[src/rtl/isa_pkg.sv]
// Shared ISA definitions for the fetch and decode stages.
// Holds opcode constants, instruction field positions, the instr_t
// bundle and the fetch FSM state type.
// Config: IFETCH_HALT_DET_EN adds the HALT fetch state.
package isa_pkg;

    localparam int ISA_W  = 16;
    localparam int OPC_HI = 15;
    localparam int OPC_LO = 12;
    localparam int A_HI   = 11;
    localparam int A_LO   = 6;
    localparam int B_HI   = 5;
    localparam int B_LO   = 0;

    // ALU group
    localparam logic [3:0] OP_NOP  = 4'h0;
    localparam logic [3:0] OP_ADD  = 4'h1;
    localparam logic [3:0] OP_SUB  = 4'h2;
    localparam logic [3:0] OP_AND  = 4'h3;
    localparam logic [3:0] OP_OR   = 4'h4;
    // IMM group
    localparam logic [3:0] OP_ADDI = 4'h5;
    localparam logic [3:0] OP_LDI  = 4'h6;
    // MOV group
    localparam logic [3:0] OP_MOV  = 4'h7;
    // MEM group
    localparam logic [3:0] OP_LD   = 4'h8;
    localparam logic [3:0] OP_ST   = 4'h9;
    localparam logic [3:0] OP_HALT = 4'hF;

    typedef struct packed {
        logic [3:0] opcode;
        logic [5:0] a;
        logic [5:0] b;
    } instr_t;

    typedef enum logic [1:0] {
        ST_IDLE,
        ST_FETCH
`ifdef IFETCH_HALT_DET_EN
        , ST_HALT
`endif
    } fetch_state_t;

endpackage

[src/rtl/ifetch_fifo.sv]
// Synchronous prefetch FIFO holding {pc, instr} pairs.
// Ports: clk/rst, flush (clears all entries), push/push_data,
// pop (ignored when empty), head (oldest entry), count (occupancy).
module ifetch_fifo
    import isa_pkg::*;
#(
    parameter int DEPTH = 4,
    parameter int W     = 24,
    parameter int CW    = $clog2(DEPTH) + 1
) (
    input  logic          clk,
    input  logic          rst,
    input  logic          flush,
    input  logic          push,
    input  logic [W-1:0]  push_data,
    input  logic          pop,
    output logic [W-1:0]  head,
    output logic [CW-1:0] count
);

    localparam int AW = $clog2(DEPTH);

    logic [W-1:0]  mem [DEPTH];
    logic [AW-1:0] wr_ptr;
    logic [AW-1:0] rd_ptr;
    logic          do_pop;

    assign do_pop = pop && (count != '0);
    assign head   = mem[rd_ptr];

    always_ff @(posedge clk) begin
        if (push && !flush && !rst) begin
            mem[wr_ptr] <= push_data;
        end
    end

    always_ff @(posedge clk) begin
        if (rst || flush) begin
            wr_ptr <= '0;
            rd_ptr <= '0;
            count  <= '0;
        end else begin
            if (push) begin
                wr_ptr <= wr_ptr + AW'(1);
            end
            if (do_pop) begin
                rd_ptr <= rd_ptr + AW'(1);
            end
            unique case ({push, do_pop})
                2'b10:   count <= count + CW'(1);
                2'b01:   count <= count - CW'(1);
                default: count <= count;
            endcase
        end
    end

endmodule

[src/rtl/ifetch_unit.sv]
// Instruction fetch stage: owns the PC, reads a 1-cycle ROM, buffers
// words in a prefetch FIFO and hands them to the decoder (valid/ready).
// Ports: clk, rst, fetch_en, jump_en/jump_addr, imem_rd/imem_addr/
// imem_rdata, instr_out/instr_pc/instr_valid/instr_ready, halted.
// Config: IFETCH_HALT_DET_EN stops fetching on an OP_HALT word.
module ifetch_unit
    import isa_pkg::*;
#(
    parameter int ADDR_W     = 8,
    parameter int INSTR_W    = 16,
    parameter int FIFO_DEPTH = 4
) (
    input  logic               clk,
    input  logic               rst,
    input  logic               fetch_en,
    input  logic               jump_en,
    input  logic [ADDR_W-1:0]  jump_addr,
    output logic               imem_rd,
    output logic [ADDR_W-1:0]  imem_addr,
    input  logic [INSTR_W-1:0] imem_rdata,
    output logic [INSTR_W-1:0] instr_out,
    output logic [ADDR_W-1:0]  instr_pc,
    output logic               instr_valid,
    input  logic               instr_ready,
    output logic               halted
);

    localparam int CW = $clog2(FIFO_DEPTH) + 1;
    localparam int EW = ADDR_W + INSTR_W;

    fetch_state_t      state;
    fetch_state_t      state_next;
    logic [ADDR_W-1:0] pc;
    logic              inflight;
    logic [ADDR_W-1:0] inflight_pc;
    logic [CW-1:0]     count;
    logic [EW-1:0]     head;
    logic              credit;
    logic              issue;
    logic              pop;
    logic              halt_det;

    // The in-flight word is credited so the FIFO can never overflow.
    assign credit = (count + CW'(inflight)) < CW'(FIFO_DEPTH);

`ifdef IFETCH_HALT_DET_EN
    assign halt_det = inflight
                   && (imem_rdata[OPC_HI:OPC_LO] == OP_HALT);
    assign halted   = (state == ST_HALT);
`else
    assign halt_det = 1'b0;
    assign halted   = 1'b0;
`endif

    // Suppressing the issue alongside a HALT response keeps PC at
    // HALT PC+1 without any rollback.
    assign issue = (state == ST_FETCH) && credit
                && !jump_en && !halt_det;

    assign imem_rd     = issue;
    assign imem_addr   = pc;
    assign instr_valid = (count != '0);
    assign pop         = instr_valid && instr_ready && !jump_en;
    assign instr_out   = instr_valid ? head[INSTR_W-1:0] : '0;
    assign instr_pc    = instr_valid ? head[EW-1:INSTR_W] : '0;

    always_comb begin
        state_next = state;
        unique case (state)
            ST_IDLE: begin
                if (fetch_en) state_next = ST_FETCH;
            end
            ST_FETCH: begin
                if (halt_det)       state_next = fetch_state_t'(2'd2);
                else if (!fetch_en) state_next = ST_IDLE;
            end
`ifdef IFETCH_HALT_DET_EN
            ST_HALT: state_next = ST_HALT;
`endif
            default: state_next = ST_IDLE;
        endcase
        if (jump_en) begin
            state_next = fetch_en ? ST_FETCH : ST_IDLE;
        end
    end

    always_ff @(posedge clk) begin
        if (rst) begin
            state       <= ST_IDLE;
            pc          <= '0;
            inflight    <= 1'b0;
            inflight_pc <= '0;
        end else begin
            state    <= state_next;
            inflight <= issue;
            if (issue) begin
                inflight_pc <= pc;
            end
            if (jump_en) begin
                pc <= jump_addr;
            end else if (issue) begin
                pc <= pc + ADDR_W'(1);
            end
        end
    end

    // A response arriving in a jump cycle is lost to the flush.
    ifetch_fifo #(
        .DEPTH (FIFO_DEPTH),
        .W     (EW),
        .CW    (CW)
    ) u_fifo (
        .clk       (clk),
        .rst       (rst),
        .flush     (jump_en),
        .push      (inflight),
        .push_data ({inflight_pc, imem_rdata}),
        .pop       (pop),
        .head      (head),
        .count     (count)
    );

endmodule
[config.mk]
export PLATFORM = sky130hd
export DESIGN_NAME = ifetch_unit
export DESIGN_NICKNAME = d
export VERILOG_FILES = /design/src/rtl/isa_pkg.sv /design/src/rtl/ifetch_fifo.sv /design/src/rtl/ifetch_unit.sv
export SDC_FILE = /design/constraint.sdc
export NUM_CORES = 1
export LEC_CHECK = 0
export ABC_AREA = 1
export CAP_MARGIN = 0
export CORE_MARGIN = 3
export CORE_UTILIZATION = 40
export DETAILED_ROUTE_END_ITERATION = 8
export PLACE_DENSITY = 0.57
export SLEW_MARGIN = 20
export SYNTH_ARGS = -nofsm -noshare
export SYNTH_HDL_FRONTEND = slang
export SYNTH_SLANG_ARGS = --single-unit
[constraint.sdc]
create_clock -name clk -period 5.7 [get_ports clk]
set_clock_uncertainty 0.05 [all_clocks]
set_input_delay 0.855 -clock clk [delete_from_list [all_inputs] [get_ports clk]]
set_output_delay 0.855 -clock clk [all_outputs]
set_load 0.005 [all_outputs]
After elaboration in Yosys (flattened, before gate mapping)
Memory sizes are Yosys's and may differ from the RTL's. A register that Yosys moved wholly into a read port is not among the register bits.
Index checks and enable logic that the tools add are counted.
{"block": "classes", "mux": 14, "eq_ne": 5, "add_sub_neg": 6, "n_reduce_logical": 15, "n_lt_le_gt_ge": 1}
{"op": "$mux 8", "count": 3}
{"op": "$mux 16", "count": 1}
{"op": "$mux 2", "count": 5}
{"op": "$add 8x1->8 const B", "count": 1}
{"op": "$logic_and 1x1->1", "count": 7}
{"op": "$ne 3x3->1 const B", "count": 2}
{"op": "$pmux 3 s2", "count": 1}
{"op": "$add 2x1->2 const B", "count": 2}
{"op": "$eq 2x1->1 const B", "count": 2}
{"op": "$pmux 2 s2", "count": 1}
{"op": "$reduce_bool 2->1", "count": 2}
{"op": "$add 3x1->3", "count": 1}
{"op": "$add 3x1->3 const B", "count": 1}
{"op": "$lt 3x3->1 const B", "count": 1}
{"op": "$mux 1", "count": 3}
{"op": "$reduce_bool 3->1", "count": 1}
{"op": "$sub 3x1->3 const B", "count": 1}
{"op": "$eq 2x2->1 const B", "count": 1}
{"op": "$logic_not 1->1", "count": 2}
{"op": "$logic_not 2->1", "count": 1}
{"op": "$reduce_and 2->1", "count": 1}
{"op": "$logic_or 1x1->1", "count": 1}
{"block": "word_totals", "register_bits": 26, "input_bits": 29, "ramBits": 96, "elab_cells": 49, "mem_count": 1}
{"memory": "u_fifo.mem", "words": 4, "word_bits": 24, "rd": 1, "rd_ports_with_merged_regs": 1, "wr": 1, "line_no": "ifetch_fifo.sv:23", "text": "logic [W-1:0] mem [DEPTH];"}

Depth between registers and ports, before layout
Gate-level depths: netlist of the first run.
{"block": "logic_depth", "depth_word": 6, "depth_mapped": 10, "mapped_depth_nobuf": 10}

By module
A second synthesis of the first run with hierarchy kept.
{"block": "hier_totals", "cells_unflattened": 482, "hier_area_um2": 5312.6}
{"module": "ifetch_fifo", "area_per_inst_um2": 4192.8, "seq_area_each_um2": 3062.9, "n_inst": 1, "cells_per_inst": 295}
{"module": "ifetch_unit", "area_per_inst_um2": 1119.8, "seq_area_each_um2": 360.3, "n_inst": 1, "cells_per_inst": 187}

Worst setup path after synthesis of the first run
Ideal clock, no wire load.
{"block": "synth_path", "path_type": "input -> register", "start": "in jump_en", "end": "mem u_fifo.mem[0][0], enable pin", "stages": 3, "setup_ns": 0.405, "slack_ns": 2.965, "arrival_time_ns": 2.280, "t_required_ns": 5.245, "n_path_buf": 0, "cell_sequence": "nor2_1 > nand2_1 > nor2_1"}
{"block": "synth_between", "elab_chain_len": 5}
{"item": "start, declared", "line_no": "ifetch_unit.sv:16", "text": "input logic jump_en,"}
{"item": "$logic_not 1->1", "line_no": "ifetch_fifo.sv:32", "text": "if (push && !flush && !rst) begin"}
{"item": "$logic_and 1x1->1 (2 in a row)", "line_no": "ifetch_fifo.sv:32"}
{"item": "$mux 1", "line_no": "ifetch_fifo.sv:32"}
{"item": "$mux 1 (implied by the code)", "line_no": "ifetch_fifo.sv:33", "text": "mem[wr_ptr] <= push_data;"}
{"item": "end, declared", "line_no": "ifetch_fifo.sv:23"}
Every way passes these cells.

==> impl_metrics.py, run 1 <==
metrics = {
    "timing": {
        "finalSetupViolCount": 0,
        "max_freq_ghz": 0.246,
        "maxSlewViolCount": 0,
        "final_period_minus_worst_setup_slack_ps": 4060,
        "max_slew_headroom_pct": 31.5,
        "setup-tns-final_ps": 0,
        "timing_hold_violations_final": 0,
        "worst_slew_pin_slew_ps": 1030,
        "timing.final.ws_setup_ps": 1640,
        "rsz0062_at_grt": "no",
        "post-route-period-util_pct": 71.2,
    },
    "run_status": {
        "status": "complete, no violations",
    },
    "clock_tree": {
        "cts_tree": "yes",
        "clock-sinks": 123,
        "cts_root_buffer": "clkbuf_16",
        "clock_insertion_delay_worst_skew_ps": 400,
        "cts_post_setup_buffers_inserted": 0,
        "ctsResizeCount": 0,
        "clock_tree.htree_level_count": 4,
        "holdBufCountCts": 0,
        "numCtsBuffers": 17,
        "cts_buffer_depth": 2,
        "path_clk_slew_ps": 50,
    },
    "drt": {
        "post_drt_via_cell_ratio": 4.74,
        "post-route-drc-count": 0,
        "ant_nets": 0,
        "drt_first_pass_iters": 6,
        "drt-wirelength-per-cell_um": 14.4,
        "routed_wl_um": 10400,
        "vias_after_detailed_routing": 3419,
        "drtIter0Drc": 252,
    },
    "synth": {
        "number_of_library_cell_types_mapped_by_synthesis": 26,
        "synth.ff_latch_count": 123,
        "synth.avg_cell_area_sq_um": 10.6,
        "synth.net_count": 516,
        "syn-cell-area_sq_mm": 0.00507,
        "synth-seq-area-share_pct": 67.5,
        "synth-warning-count": 0,
        "synth_area_leader_cell": "edfxtp_1",
        "synth.top_cells.by_area": "edfxtp_1 (57%), dfxtp_1 (11%), nor2_1 (9.1%), o21ai_0 (5.4%), nand2_1 (4.1%)",
        "postSynthCellCount": 480,
        "yosysTopAreaCellShare_pct": 56.9,
    },
    "critical_path": {
        "worstSetupPathType": "flip-flop to primary output",
        "cp.arrival_ps": 3150,
        "critical_path.startpoint_type": "flip-flop",
        "worstPathCellList": "inv_1, nor2_1, o21ai_0, a21oi_1, clkdlybuf4s50_1",
        "maximum_net_fanout_on_the_critical_path": 25,
        "regToRegSetupSlack_ps": 3610,
        "critical-path-max-stage-delay_ps": 930,
        "path_delay_family": "buffers and inverters",
        "crit_slowest_cell": "dfxtp_1",
        "worst_r2r_endpoint": "u_fifo.mem[1][17]$_DFFE_PP_",
        "critical_path_buf_inv_count": 2,
        "cp-end-kind": "primary output",
        "worst-endpoint-required_ps": 4800,
        "worst-r2r-cell-count": 3,
        "worst_r2r_startpoint": "inflight$_SDFF_PP0_",
        "critical_path_depth": 5,
    },
    "placement": {
        "numPortBuffers": 62,
        "pre_cts_ws_ps": 1890,
        "dp.cells": 691,
        "final_hpwl_dp_um": 6410,
        "place_congestion": 0.798,
        "place_area_sq_mm": 0.00583,
    },
    "pwr": {
        "share_clk_of_total_power_pct": 47.0,
        "p_int_uw": 1600,
        "combinational_cell_fraction_of_total_power_pct": 3.6,
        "seq_pwr_share_pct": 49.4,
        "power-per-cell-area_mw_per_mm2": 315,
        "p_switching_uw": 396,
        "p_leak_uw": 0.00227,
        "switching_share_pct": 19.8,
        "max-vdd-ir-drop_v": 0.000147,
    },
    "job": {
        "timing.max_cap.violations": 0,
    },
    "layout": {
        "post_layout_nonfiller_instances": 721,
        "num-nets-final": 578,
        "final_util_pct": 52.0,
        "layout.cell_area.non_filler_sq_mm": 0.00635,
        "area_growth_syn_to_layout_pct": 25.2,
        "share_of_layout_cells_above_drive_strength_1_pct": 7.41,
        "n_antenna_cell": 0,
    },
    "global_routing": {
        "grt_start_max_net_pins": 50,
        "met3_layer_usage_reported_by_global_route_pct": 4.78,
        "grt_first_pass_wirelength_um": 17400,
        "grt_antenna_before_repair": 0,
        "grtUsageMet2_pct": 26.1,
        "gr-usage-met1_pct": 19.3,
        "gr-usage-all-layers_pct": 15.6,
        "grt_pass1_vias": 3465,
        "grt.busiest_layer": "met2",
        "grt_overflow_total": 0,
    },
    "die": {
        "fp.dieH_um": 119,
        "die_w_um": 119,
        "initial_utilization_pct": 41.5,
        "io_pins": 64,
        "die_area_sq_mm": 0.0141,
        "fp-row-count": 40,
        "core_area_sq_mm": 0.0122,
    },
    "worst_hold_path": {
        "timing.hold.worst_path_depth": 2,
        "holdCritStartpoint": "u_fifo.rd_ptr[1]$_SDFFE_PP0P_",
        "hold_path.class": "flip-flop to flip-flop",
    },
}
[synthesized netlist by cell type]
master and number:
clkbuf_1 12, fa_1 1, conb_1 1, nand2_1 56, inv_1 26, inv_2 1
xor2_1 2, nand3_2 1, buf_2 6, o21a_1 1, nor3_4 1, nor2_8 1
nand4_1 4, edfxtp_1 96, buf_4 2, buf_1 2, buf_6 1, o21ai_0 55
nand3_1 16, nor2_1 123, dfxtp_1 27, xnor2_1 1, ha_1 6, clkbuf_8 1
nor2_4 1, a21oi_1 36
[placed cells by master, fill, tap and decap left out, types with 2 or more instances in the layout]
| master | n |
|---|---|
| nand3_1 | 16 |
| clkdlybuf4s50_1 | 62 |
| dfxtp_1 | 26 |
| inv_1 | 26 |
| clkinv_2 | 6 |
| nor2_4 | 2 |
| nand2_1 | 56 |
| o21ai_0 | 55 |
| a21oi_1 | 36 |
| clkbuf_16 | 17 |
| clkbuf_1 | 4 |
| nand4_1 | 4 |
| buf_4 | 5 |
| edfxtp_1 | 96 |
| ha_1 | 6 |
| xor2_1 | 2 |
| nor2_1 | 119 |
| nor2_2 | 3 |
[logic make-up (layout without fill, tap and decap cells)]
family | count (synthesis) | after routing | synth area share, %
and+or+nand+nor | 203 | 203 | 16.5
AOI/OAI and AO/OA | 92 | 92 | 9.13
xor gates and xnor gates | 3 | 3 | 0.518
buffers and inverters | 51 | 124 | 4.42
DFF | 123 | 123 | 67.5
adders and majority gates | 7 | 7 | 1.88
other | 1 | 1 | 0.0740
[through the flow]
step	hold WS, ps	power [uW]
6_report	426	2000
5_1_grt	462	2070
3_3_place_gp	408	1080
2_1_floorplan	383	1030
3_5_place_dp	423	1080
4_1_cts	429	2020
[sequential cells by signal (all words and copies together) (netlist names), named ones only]
name,count
imem_addr,8
u_fifo.rd_ptr,2
inflight,1
state,1
u_fifo.mem,96
u_fifo.wr_ptr,2
u_fifo.count,3
inflight_pc,8
[metal layers]
layer,wire length [um],part of all wire (%)
met1,4770,46
met2,5110,49
met3,465,4.5
met4,56,0.54
met5,0,0
[worst register-to-register path: cells and delay by family (launching register included)]
kind | cells | cell delay [ps]
buffers and inverters | 1 | 330
DFF | 1 | 380
and+or+nand+nor | 2 | 1030
[final cells by class]
type / instances / area, sq um
fillers: 1168 / 5860
flip-flops and latches: 123 / 3420
multi-input cells: 306 / 1440
repair buffers: 67 / 658
clock buffers: 21 / 440
well taps: 168 / 210
inverters: 27 / 101
clock inverters: 9 / 76.3
[worst max-delay path by stage]
stage / startpoint / endpoint / slack [ps]
3_3_place_gp: jump_en / u_fifo.mem[3][3]$_DFFE_PP_ / 1900
5_1_grt: flip-flop / instr_out[4] / 1330
3_5_place_dp: jump_en / u_fifo.mem[1][22]$_DFFE_PP_ / 1890
6_report: flip-flop / instr_pc[7] / 1640
2_1_floorplan: jump_en / u_fifo.mem[0][0]$_DFFE_PP_ / 2970
4_1_cts: flip-flop / instr_pc[7] / 1500
[power by group through the flow]
stage / Combinational (uW) / Clock [uW] / Sequential (uW)
4_1_cts: 73.3 / 960 / 987
6_report: 72.0 / 939 / 987
3_5_place_dp: 72.7 / 0 / 1000
2_1_floorplan: 33.5 / 0 / 1000
3_3_place_gp: 72.0 / 0 / 1000
5_1_grt: 80.9 / 1000 / 988
(Power assumes the default switching activity.)
==> run 2, diff against run 1 <==
--- a/config.mk
+++ b/config.mk
@@ -10,7 +10,7 @@
 export CORE_MARGIN = 3
 export CORE_UTILIZATION = 40
 export DETAILED_ROUTE_END_ITERATION = 8
-export PLACE_DENSITY = 0.57
+export PLACE_DENSITY = 0.59
 export SLEW_MARGIN = 20
 export SYNTH_ARGS = -nofsm -noshare
 export SYNTH_HDL_FRONTEND = slang
==> constraint.sdc (replaced) <==
create_clock -name clk -period 3.5 [get_ports clk]
set_clock_uncertainty 0.05 [all_clocks]
set_input_delay 0.525 -clock clk [delete_from_list [all_inputs] [get_ports clk]]
set_output_delay 0.525 -clock clk [all_outputs]
set_load 0.005 [all_outputs]
==> run 2 against run 1 <==
Net effect:
- count of clock-buffer cells in the layout stayed put
- routed wire length is 2.4% lower
- sequential power grew 63%
==> impl_metrics.py, run 2 (synthesized netlist as in run 1, its figures left out) <==
metrics = {
    "clock_tree": {
        "cts_tree": "yes",
        "ctsResizeCount": 0,
        "clock_tree.htree_level_count": 4,
        "cts_post_setup_buffers_inserted": 0,
        "cts_buffer_depth": 2,
        "clock-sinks": 123,
        "path_clk_slew_ps": 50,
        "clock_insertion_delay_worst_skew_ps": 400,
        "numCtsBuffers": 17,
        "holdBufCountCts": 0,
        "cts_root_buffer": "clkbuf_16",
    },
    "critical_path": {
        "cp-end-kind": "primary output",
        "critical_path.startpoint_type": "flip-flop",
        "worstSetupPathType": "flip-flop to primary output",
        "maximum_net_fanout_on_the_critical_path": 25,
        "cp.arrival_ps": 2580,
        "worst-endpoint-required_ps": 2920,
    },
    "global_routing": {
        "grt_first_pass_wirelength_um": 16200,
        "grt_pass1_vias": 3278,
        "grt_start_max_net_pins": 49,
        "grt_overflow_total": 0,
        "grt_antenna_before_repair": 0,
        "gr-usage-all-layers_pct": 14.9,
    },
    "run_status": {
        "status": "complete, no violations",
    },
    "timing": {
        "maxSlewViolCount": 0,
        "max_slew_headroom_pct": 41.0,
        "timing_hold_violations_final": 0,
        "rsz0062_at_grt": "no",
        "setup-tns-final_ps": 0,
        "finalSetupViolCount": 0,
        "post-route-period-util_pct": 90.2,
        "final_period_minus_worst_setup_slack_ps": 3160,
        "max_freq_ghz": 0.317,
        "worst_slew_pin_slew_ps": 884,
    },
    "drt": {
        "vias_after_detailed_routing": 3397,
        "post-route-drc-count": 0,
        "drt_first_pass_iters": 4,
        "ant_nets": 0,
        "post_drt_via_cell_ratio": 4.67,
        "drt-wirelength-per-cell_um": 14.0,
        "routed_wl_um": 10200,
        "drtIter0Drc": 139,
    },
    "layout": {
        "n_antenna_cell": 0,
        "share_of_layout_cells_above_drive_strength_1_pct": 7.51,
        "layout.cells.most_common_list": "nor2_1 (119), edfxtp_1 (96), clkdlybuf4s50_1 (62)",
        "largest_reg_flops": 96,
        "nFillCells": 1118,
        "most_frequent_standard_cell_in_the_layout_excluding_fill_and_tap_cells": "nor2_1",
        "final_util_pct": 52.4,
        "area_growth_syn_to_layout_pct": 26.2,
        "most_flops_register": "u_fifo.mem",
        "num-nets-final": 582,
    },
    "die": {
        "die_w_um": 119,
        "fp-row-count": 40,
        "io_pins": 64,
        "initial_utilization_pct": 41.5,
        "fp.dieH_um": 119,
        "core_area_sq_mm": 0.0122,
        "die_area_sq_mm": 0.0141,
    },
    "job": {
        "timing.max_cap.violations": 0,
    },
    "worst_hold_path": {
        "hold_path.class": "flip-flop to flip-flop",
    },
    "placement": {
        "numPortBuffers": 62,
        "place_congestion": 0.838,
        "final_hpwl_dp_um": 5980,
    },
    "pwr": {
        "p_leak_uw": 0.00230,
        "total_power_uw": 3310,
        "power-per-cell-area_mw_per_mm2": 518,
        "max-vdd-ir-drop_v": 0.000332,
    },
}
[run 2: cell types whose count changed in the layout (fill, tap and decap cells not counted), sizes merged]
cell | previous run | this run
clkinv | 7 | 9
clkinvlp | 1 | 0
bufinv | 1 | 2
buf | 5 | 9
[run 2: per-stage QoR]
| stage | hold slack [ps] | setup slack, ps | instances | instance area [sq um] |
|---|---|---|---|---|
| 6_report | 442 | 343 | 727 | 6400 |
| 3_3_place_gp | 417 | 677 | 695 | 5860 |
| 4_1_cts | 437 | 301 | 727 | 6400 |
| 3_5_place_dp | 427 | 641 | 695 | 5860 |
| 2_1_floorplan | 383 | 1100 | 480 | 5070 |
| 5_1_grt | 455 | 75.5 | 727 | 6400 |
[run 2: area by class of cell]
type                       count  area, sq um  share of cell area [%]
clock buffer                  21          440                    6.88
clock inverter                11          103                    1.60
inverter                      27          101                    1.58
multi-input combinational    306         1430                    22.4
sequential                   123         3420                    53.5
tap                          168          210                    3.28
timing repair buffer          71          688                    10.8
[run 2: worst max-delay path, cell delays in order, from the launching register on]
cell	delay (ps)
dfxtp_1	300
buf_4	300
inv_1	480
nor2_1	230
o21ai_0	120
a21oi_1	200
clkdlybuf4s50_1	530
[run 2: power by group]
group          switching [uW]  total, uW  leakage, uW  internal [uW]
Combinational            56.2        119     0.000953           62.6
Clock                     558       1590     0.000266           1030
Sequential               18.5       1610      0.00108           1590
[run 2: final timing paths]
check                                      from                      endpoint  slack [ps]  depth (start not counted)
hold reg to reg   u_fifo.rd_ptr[1]$_SDFFE_PP0P_                     flip-flop         440                          2
hold / removal    u_fifo.rd_ptr[1]$_SDFFE_PP0P_                     flip-flop         440                          2
setup reg to reg   u_fifo.count[1]$_SDFFE_PP0P_  u_fifo.count[2]$_SDFFE_PP0P_        1460                          9
setup / recovery                      flip-flop                 instr_out[12]         340                          6
[run 2: routing by layer]
layer	GRT usage, %	vias to the layer above	share of wire, %
li1	-	1762	-
met3	5.45	6	6.0
met1	18.7	1541	46
met5	0	-	0
met4	5.72	0	0.58
met2	23.5	88	48
==> run 3, diff against run 2 <==
--- a/config.mk
+++ b/config.mk
@@ -10,6 +10,7 @@
 export CORE_MARGIN = 3
 export CORE_UTILIZATION = 40
 export DETAILED_ROUTE_END_ITERATION = 8
+export HOLD_SLACK_MARGIN = 0.06
 export PLACE_DENSITY = 0.59
 export SLEW_MARGIN = 20
 export SYNTH_ARGS = -nofsm -noshare
==> results of run 3 <==
The final DEF is identical to that of run 2; final timing and power are the same.
